[src/rtl/apb_event_completer.sv]
// apb_event_completer: APB completer that counts, clears and reads back three event counters
module apb_event_completer #(
  parameter int WAIT_CYCLES = 1,
  parameter int CNT_W = 16
) (
  input  logic             clk,
  input  logic             reset,
  input  logic             apb_psel_i,
  input  logic             apb_penable_i,
  input  logic [31:0]      apb_paddr_i,
  input  logic             apb_pwrite_i,
  input  logic [31:0]      apb_pwdata_i,
  output logic             apb_pready_o,
  output logic [31:0]      apb_prdata_o,
  output logic             apb_pslverr_o,
  output logic [CNT_W-1:0] cnt_a_o,
  output logic [CNT_W-1:0] cnt_b_o,
  output logic [CNT_W-1:0] cnt_c_o,
  output logic [2:0]       evt_pulse_o,
  output logic             proto_err_o
);
  localparam logic [3:0] WAIT_LIM = 4'(WAIT_CYCLES);
  typedef enum logic {IDLE, ACCESS} state_t;
  state_t state, state_nxt;
  logic [31:0] addr_q, addr_nxt;
  logic [3:0] wait_q, wait_nxt;
  logic err_q, err_nxt;
  logic [CNT_W-1:0] cnt_q [3];
  logic [2:0] pulse_q, hit;
  logic [CNT_W-1:0] rd_cnt;
  logic mapped, complete, unused;
  assign unused = ^apb_pwdata_i[30:0];
  assign hit = {addr_q == 32'hCAFE_0000, addr_q == 32'hBAFF_0000, addr_q == 32'hABBA_0000};
  assign mapped = |hit;
  assign apb_pready_o = state == ACCESS && wait_q == WAIT_LIM;
  assign complete = apb_pready_o && apb_psel_i && apb_penable_i;
  assign rd_cnt = hit[0] ? cnt_q[0] : hit[1] ? cnt_q[1] : hit[2] ? cnt_q[2] : '0;
  assign apb_prdata_o = complete && !apb_pwrite_i ? 32'(rd_cnt) : 32'h0;
  assign apb_pslverr_o = complete && !mapped;
  assign cnt_a_o = cnt_q[0];
  assign cnt_b_o = cnt_q[1];
  assign cnt_c_o = cnt_q[2];
  assign evt_pulse_o = pulse_q;
  assign proto_err_o = err_q;
  // next state: setup captures the address, access waits, aborts and stray access phases flag an error
  always_comb begin
    state_nxt = state;
    wait_nxt = wait_q;
    addr_nxt = addr_q;
    err_nxt = err_q;
    if (state == IDLE) begin
      if (apb_psel_i && !apb_penable_i) begin
        state_nxt = ACCESS;
        wait_nxt = '0;
        addr_nxt = apb_paddr_i;
      end else if (apb_psel_i && apb_penable_i) err_nxt = 1'b1;
    end else if (!apb_psel_i || !apb_penable_i) begin
      state_nxt = IDLE;
      err_nxt = 1'b1;
    end else if (apb_pready_o) state_nxt = IDLE;
    else if (wait_q < WAIT_LIM) wait_nxt = wait_q + 4'd1;
  end
  // FSM, wait counter, captured address and sticky protocol error
  always_ff @(posedge clk or negedge reset)
    if (!reset) begin
      state <= IDLE;
      wait_q <= '0;
      addr_q <= '0;
      err_q <= 1'b0;
    end else begin
      state <= state_nxt;
      wait_q <= wait_nxt;
      addr_q <= addr_nxt;
      err_q <= err_nxt;
    end
  // event counters: bit 31 clears, otherwise saturating increment with a one-cycle pulse
  always_ff @(posedge clk or negedge reset)
    if (!reset) begin
      cnt_q <= '{default: '0};
      pulse_q <= '0;
    end else begin
      pulse_q <= '0;
      for (int i = 0; i < 3; i++)
        if (complete && apb_pwrite_i && hit[i]) begin
          cnt_q[i] <= apb_pwdata_i[31] ? '0 : &cnt_q[i] ? cnt_q[i] : cnt_q[i] + CNT_W'(1);
          pulse_q[i] <= !apb_pwdata_i[31];
        end
    end
endmodule

[config.mk]
export PLATFORM = sky130hd
export DESIGN_NAME = apb_event_completer
export DESIGN_NICKNAME = d
export VERILOG_FILES = /design/src/rtl/apb_event_completer.sv
export SDC_FILE = /design/constraint.sdc
export NUM_CORES = 1
export LEC_CHECK = 0
export CAP_MARGIN = 20
export CORE_ASPECT_RATIO = 1.2
export CORE_MARGIN = 4
export CORE_UTILIZATION = 52
export DETAILED_ROUTE_END_ITERATION = 16
export HOLD_SLACK_MARGIN = 0.06
export PLACE_DENSITY = 0.89
export SLEW_MARGIN = 10
export SYNTH_ARGS = -nofsm -noshare
export SYNTH_HDL_FRONTEND = slang
export SYNTH_SLANG_ARGS = --single-unit
[constraint.sdc]
create_clock -name clk -period 4.7 [get_ports clk]
set_clock_uncertainty 0.15 [all_clocks]
set_input_delay 0.94 -clock clk [delete_from_list [all_inputs] [get_ports clk]]
set_output_delay 0.94 -clock clk [all_outputs]
set_load 0.05 [all_outputs]
## Yosys cells after proc, flatten, opt, wreduce, memory -nomap -nowiden

Index checks and enable logic that the tools add are counted.

| operators by class | value |
|---|---|
| shift-type cells | 0 |
| reduce and logical (&&, ||, !) cells | 29 |
| bitwise operators | 1 |
| muxes and demuxes | 26 |
| multipliers | 0 |
| divide/modulo/power cells | 0 |
| $add $sub $neg | 4 |
| equal/unequal tests | 12 |
| order comparisons | 1 |

Operator list:

| cell | count |
|---|---|
| 16-bit 2-to-1 mux | 10 |
| 32-bit equality test, second input constant | 3 |
| 16-bit by 1-bit adder with 16-bit output, second input constant | 3 |
| 16-bit AND reduction | 3 |
| 4-bit 2-to-1 mux | 5 |
| 2-bit inequality test, second input constant | 6 |
| 1-bit logical AND | 11 |
| 1-bit 2-to-1 mux | 11 |
| 2-bit AND reduction | 4 |
| 1-bit logical NOT | 5 |
| 4-bit by 1-bit adder with 4-bit output, second input constant | 1 |
| 4-bit by 1-bit equality test with 1-bit output, second input constant | 1 |
| 4-bit by 1-bit < comparator with 1-bit output, second input constant | 1 |
| 2-bit by 1-bit inequality test with 1-bit output, second input constant | 2 |
| 4-bit AND reduction | 1 |
| 2-bit nonzero test | 2 |
| 3-bit AND reduction | 1 |
| 3-bit OR reduction | 1 |
| 1-bit logical OR | 1 |
| 1-bit inverter | 1 |

| storage, ports and cells | value |
|---|---|
| bits of input ports | 69 |
| RAM bits | 0 |
| memories | 0 |
| ROM bits | 0 |
| word-level logic and storage cells | 81 |
| register bits after elaboration | 89 |
| output and inout bits | 86 |
| bits in latches | 0 |

## Logic depth before layout (Yosys ltp)

Gate-level depths: netlist of run 1.

| logic depth | value |
|---|---|
| word-level depth | 7 |
| mapped depth | 9 |
| gate-level depth less buffers | 7 |

## Worst setup path after synthesis of run 1

Ideal clock, no wire load.

| timing | value |
|---|---|
| path kind | input-to-output |
| from | in apb_penable_i |
| to | out apb_prdata_o[10] |
| arrival time | 3.008 ns |
| path buffers | 3 |
| path slack | 0.602 ns |
| required time | 3.610 ns |
| stages on the path | 6 |
| cells stage by stage | clkbuf_1 -> nand3_1 -> or2_2 -> buf_1 -> clkbuf_1 -> nor3_1 |

| between the ends | value |
|---|---|
| word-level cells in the longest chain between the ends | 3 |

RTL lines:

| what | line | source |
|---|---|---|
| start, declared | 9 | `input logic apb_penable_i,` |
| 1-bit logical AND | 36 | `assign complete = apb_pready_o && apb_psel_i && apb_penable_i;` |
| 1-bit logical AND | 38 | `assign apb_prdata_o = complete && !apb_pwrite_i ? 32'(rd_cnt) : 32'h0;` |
| 16-bit 2-to-1 mux | 38 |  |
| end, declared | 14 | `output logic [31:0] apb_prdata_o,` |

No other way between the ends.

## Worst setup path after layout of run 1

| timing | value |
|---|---|
| from | in apb_penable_i |
| to | out apb_prdata_o[7] |

Same word-level chain as after synthesis.

==> flow_metrics.tcl, run 1 <==
set metrics [dict create \
    die_h_um 118 \
    clock_latency_ns 0.34 \
    critPathMaxStageDelay_ns 0.84 \
    ctsResizeCount 0 \
    crit_family "buffers and inverters" \
    firstDrtPassIters 6 \
    p_per_area_mw_per_mm2 279 \
    crit_top_cell "clkdlybuf4s50_1" \
    cts_buffer_depth 2 \
    synth_area_per_cell_um2 9.61 \
    worstPathCellList "clkdlybuf4s50_1 > nand3_1 > or2_2 > nor3_1 > clkdlybuf4s50_1" \
    path_clk_slew_ns 0.06 \
    nFillCells 732 \
    antenna_found_initial 0 \
    wirelength_mm 14.4 \
    cp-start-kind "primary input" \
    coreArea_mm2 0.00966 \
    finalMaxSlewViolations 0 \
    grt_pass1_wl_mm 23.0 \
    worst_slew_pin_slew_ns 0.915 \
    post_drt_wl_per_cell_um 19.0 \
    yosysWarnings 0 \
    die_w_um 99.6 \
    critPathKind "in -> out" \
    synth-main-ff-cell "dfrtp_1" \
    setup_viol 0 \
    grt.overflow.total 0 \
    r2r_end "cnt_a_o[10]" \
    drt-vias-per-instance 6.59 \
    hold_start "addr_q[21]" \
    rsz0062_at_grt "false" \
    ios 155 \
    p_total_w 0.00183 \
    ff_latch_area_mm2 0.00223 \
    crit_arrival_ns 3.31 \
    synthToLayoutAreaGrowth_pct 25.0 \
    layout.cells.non_filler 757 \
    fmax_ghz 0.227 \
    post_cts_buffers 0 \
    max-cap-violations 0 \
    status "finished clean" \
    drc 0 \
    die-area_mm2 0.0117 \
    slew_headroom_pct 38.5 \
    cp-end-kind "output pin" \
    design_area_mm2 0.00655 \
    critPathSlowestCell "clkdlybuf4s50_1" \
    place.gp.congestion 0.974 \
    diodes 0 \
    track_usage_pct 24.1 \
    holdPathStages 1 \
    placed_cell_area_mm2 0.00626 \
    hold_buffers 0 \
    setup_tns_ns 0 \
    ys_seq_elements 89 \
    crit_buf_inv 2 \
    r2r_slack_ns 1.63 \
    worstPathRequired_ns 3.61 \
    synth_edf_count 0 \
    drive_above_1_share_pct 13.1 \
    seq_area_frac_synth_pct 42.5 \
    dp.cells 741 \
    start_util_pct 54.2 \
    cts_tree "built" \
    vias 4986 \
    reg2regPathDepth 6 \
    cts-root-buf "clkbuf_16" \
    cp_max_fo 16 \
    syn_inst 545 \
    hold_path.class "reg -> reg" \
    htreeDepth 3 \
    place_hpwl_mm 10.4 \
    nets 705 \
    hold-path-endpoint "addr_q[21]" \
    cts_inserted_buffers 9 \
    ant_nets 0 \
    period_share_pct 93.5 \
    cts_sinks 89 \
    peakVddDrop_v 0.000276 \
    first_iter_violations 555 \
    synth_area_mm2 0.00524 \
    multi_input_area_mm2 0.00276 \
    port_buffers 107 \
    num_rows 39 \
    hold_violations 0 \
    p_leak_nw 2.55 \
    reg2reg_from "cnt_a_o[0]" \
    grt_max_degree 57 \
    first_global_vias 4649 \
    finalCriticalPeriod_ns 4.40 \
    synth_async_sr_flop_share_pct 100 \
    ys_types 57 \
]
==> layer usage <==
metal	GRT usage (%)	wire, um	part of all wire, %	vias up
met2	38.8	6900	48	361
li1	-	-	-	2231
met1	30.1	5270	37	2349
met5	0	0	0	-
met4	9.05	388	2.7	0
met3	7.82	1870	13	45
==> cells in the final DEF, fill, tap and decap left out, drive strengths merged, types with 2 or more instances in the layout <==
cell           count
a21oi             10
or2                4
or4b               3
o31ai             55
and3              10
o21ai             24
or4                7
nor3b              2
ha                 7
a41oi              2
nor4              10
a221oi            16
clkdlybuf4s50     96
buf               17
nor2              49
nand3b             2
nand3             31
nand4             17
a31oi             20
conb              16
or3                3
nor4b              5
clkinv             2
and2               3
nand2b             5
inv                9
mux2              35
nand4b             2
nor3              24
nor2b              3
nand2             22
clkbuf            13
and4b              2
dfrtp             89
and4               6
==> worst max path at each step <==
| stage | from | endpoint | slack (ns) | cells after the start |
|---|---|---|---|---|
| 2_1_floorplan | apb_penable_i | apb_prdata_o[10] | 0.60 | 6 |
| 3_3_place_gp | apb_penable_i | apb_prdata_o[6] | 0.42 | 5 |
| 3_5_place_dp | apb_penable_i | apb_prdata_o[7] | 0.33 | 5 |
| 4_1_cts | apb_penable_i | apb_prdata_o[7] | 0.31 | 5 |
| 5_1_grt | addr_q[1] | apb_prdata_o[14] | 0.18 | 6 |
| 6_report | apb_penable_i | apb_prdata_o[7] | 0.30 | 5 |
==> through the flow <==
| stage | setup slack [ns] | utilization [%] | hold WS, ns |
|---|---|---|---|
| after CTS | 0.306 | 67.8 | 0.353 |
| after global routing | 0.177 | 67.8 | 0.370 |
| final | 0.304 | 67.8 | 0.348 |
| after detailed placement | 0.333 | 64.8 | 0.335 |
| after floorplan | 0.602 | - | 0.320 |
| after global placement | 0.422 | 64.8 | 0.324 |
==> logic make-up after synthesis <==
logic type / after synthesis / share of synthesized area (%)
other: 1 / 0.0716
flip-flops: 89 / 42.5
AND/OR/NAND/NOR: 212 / 23.7
buffers and inverters: 64 / 6.16
multiplexers: 35 / 7.53
adder cells (fa/ha/maj): 7 / 1.67
AO/OA/AOI/OAI: 137 / 18.4
==> state kept, by name, indices dropped and copies added, names as in the netlist <==
| register | flops |
|---|---|
| addr_q | 32 |
| cnt_a_o | 16 |
| cnt_b_o | 16 |
| cnt_c_o | 16 |
| evt_pulse_o | 3 |
| proto_err_o | 1 |
| state | 1 |
| wait_q | 4 |
==> report_power, final <==
group / total (W) / switching, W / leakage, nW / internal (W)
combinational: 0.000227 / 0.000118 / 1.25 / 0.000109
clock: 0.000716 / 0.000290 / 0.144 / 0.000425
sequential: 0.000885 / 0.0000590 / 1.16 / 0.000825
==> cell usage after synthesis, drive strengths merged, types with 16 or more instances <==
cell,number,area (um2)
a221oi,16,140
nor2,49,184
clkbuf,22,82.6
o31ai,55,427
nor3,24,125
buf,33,206
nand2,22,82.6
a31oi,20,125
nand3,31,160
dfrtp,89,2230
o21ai,24,120
mux2,35,394
nand4,17,106
==> layout make-up <==
cell class                      instances  share of cell area, %
Tap cell                              123                   2.35
Inverter                                9                  0.516
Clock buffer                           13                   3.82
Sequential cell                        89                   34.0
Clock inverter                          3                  0.612
Multi-Input combinational cell        407                   42.1
Timing Repair Buffer                  113                   16.6
No activity file was read; power rests on OpenSTA's default activity.
==> run 2, diff against run 1 <==
Settings changed: GPL_TIMING_DRIVEN from default to 0.
==> run 2 against run 1 <==
Net effect: core utilization is 3.2 points higher; sequential cell count is the same; via count grew 4.1%; worst hold slack got worse by 0.014 ns; first-iteration DRC count down 19%; cell area is 4.7% higher; critical path type is now reg -> out; highest routed layer unchanged.
==> flow_metrics.tcl, run 2 (synthesized netlist as in run 1, its figures left out) <==
set metrics [dict create \
    finalCriticalPeriod_ns 4.52 \
    die-area_mm2 0.0117 \
    slew_headroom_pct 45.4 \
    cts_tree "built" \
    cp-start-kind "flop" \
    cp-end-kind "output pin" \
    hold_ws_ns 0.334 \
    cts_sinks 89 \
    htreeDepth 3 \
    cts-root-buf "clkbuf_16" \
    regMostFlops "addr_q" \
    hold_buffers 0 \
    rsz0062_at_grt "false" \
    largest_register_ff_count 32 \
    final_util_pct 71.0 \
    top_usage_layer "met2" \
    coreArea_mm2 0.00966 \
    gr-usage-met2_pct 44.8 \
    clock_latency_ns 0.35 \
    status "finished clean" \
    num_rows 39 \
    drive_above_1_share_pct 14.5 \
    setup_viol 0 \
    die_w_um 99.6 \
    p_leak_nw 2.88 \
    finalMaxSlewViolations 0 \
    die_h_um 118 \
    worst_slew_pin_slew_ns 0.811 \
    cp_max_fo 10 \
    synthToLayoutAreaGrowth_pct 31.0 \
    track_usage_pct 26.7 \
    grt_pass1_wl_mm 25.1 \
    reg2reg_from "cnt_a_o[0]" \
    nets 754 \
    grt_max_degree 67 \
    setup_tns_ns 0 \
    period_share_pct 96.2 \
    max-cap-violations 0 \
    p_per_area_mw_per_mm2 267 \
    worstPathRequired_ns 3.61 \
    ios 155 \
    post_drt_wl_per_cell_um 19.9 \
    cts_buffer_depth 2 \
    globalRouteMet3Util_pct 7.94 \
    first_iter_violations 448 \
    r2r_slack_ns 1.80 \
    path_clk_slew_ns 0.07 \
    ant_nets 0 \
    port_buffers 106 \
    hold_violations 0 \
    hold_path.class "in -> async" \
    r2r_end "cnt_a_o[9]" \
    antenna_found_initial 0 \
    reg2regPathDepth 7 \
    place.gp.congestion 1.05 \
    cts_inserted_buffers 9 \
    critPathKind "reg -> out" \
    final_common_cell "clkdlybuf4s50_1" \
    grt.overflow.total 0 \
    p_total_w 0.00183 \
    start_util_pct 54.2 \
    place_hpwl_mm 11.9 \
    drc 0 \
    diodes 0 \
    fmax_ghz 0.221 \
    post_cts_buffers 0 \
    crit_arrival_ns 3.43 \
    drt-vias-per-instance 6.44 \
    nFillCells 713 \
    first_global_vias 5067 \
    wirelength_mm 16.0 \
    peakVddDrop_v 0.000214 \
    final_cell_mix "clkdlybuf4s50_1 (94), dfrtp_1 (89), o31ai_1 (54)" \
    firstDrtPassIters 5 \
    grtUsageMet1_pct 31.2 \
    critPathLaunch "addr_q[10]" \
    vias 5190 \
    crit_end "apb_prdata_o[4]" \
]
run 2: cell count changes in the layout (fill, tap and decap cells not counted), sizes merged:
cell / previous run / this run
buf: 17 / 35
clkdlybuf4s50: 96 / 94
bufinv: 1 / 0
inv: 9 / 11
dlymetal6s2s: 0 / 11
clkinvlp: 0 / 2
clkbuf: 13 / 32
run 2: routing by layer:
| metal | routed length (um) | share of wire (%) | up-vias |
|---|---|---|---|
| met2 | 7690 | 48 | 347 |
| li1 | - | - | 2330 |
| met5 | 0 | 0 | - |
| met4 | 642 | 4.0 | 0 |
| met3 | 1780 | 11 | 66 |
| met1 | 5930 | 37 | 2447 |
run 2: layout make-up:
class                   count  area [um2]  share of cell area [%]
flip-flops and latches     89        2230                    32.5
clock inverters             6        50.0                   0.730
plain buffers              55         289                    4.21
repair buffers            107        1110                    16.2
well taps                 123         154                    2.24
clock buffers              10         239                    3.48
multi-input cells         407        2750                    40.1
inverters                   9        33.8                   0.493
run 2: report_power, final:
| part | switching [W] | internal (W) |
|---|---|---|
| sequential | 0.0000610 | 0.000825 |
| clock | 0.000322 | 0.000378 |
| combinational | 0.000126 | 0.000121 |
run 2: critical path, stage by stage (launching register included):
cell	delay (ns)
dfrtp_1	0.42
nor4b_4	0.33
nand3_2	0.18
nor4_4	0.46
clkbuf_1	0.39
a221oi_1	0.15
nor3_1	0.28
clkdlybuf4s50_1	0.86
run 2: metrics by stage:
step / cell area (um2) / setup WS (ns) / instances
2_1_floorplan: 5290 / 0.602 / 560
3_3_place_gp: 6510 / -0.595 / 789
3_5_place_dp: 6530 / 0.0196 / 790
4_1_cts: 6820 / 0.0184 / 806
5_1_grt: 6860 / 0.0447 / 806
6_report: 6860 / 0.178 / 806
run 2: repair_timing:
item | CTS | global route
resized for setup | 0 | 12
setup endpoints to repair | 0 | 14
endpoints found under the hold margin | 0 | 0
run 2: how the worst min path moves through the flow:
stage                     depth (start not counted)           to   startpoint
after floorplan                                   1   addr_q[17]   addr_q[17]
after global placement                            1  proto_err_o  proto_err_o
after detailed placement                          1  proto_err_o  proto_err_o
after CTS                                         1  cnt_a_o[10]        reset
after global routing                              1  cnt_a_o[10]        reset
final                                             1  cnt_a_o[10]        reset
==> run 3, diff against run 2 <==
Settings changed: CTS_CLUSTER_SIZE from default to 40.
==> results of run 3 <==
No change in the layout: final DEF, timing and power equal those of run 2.
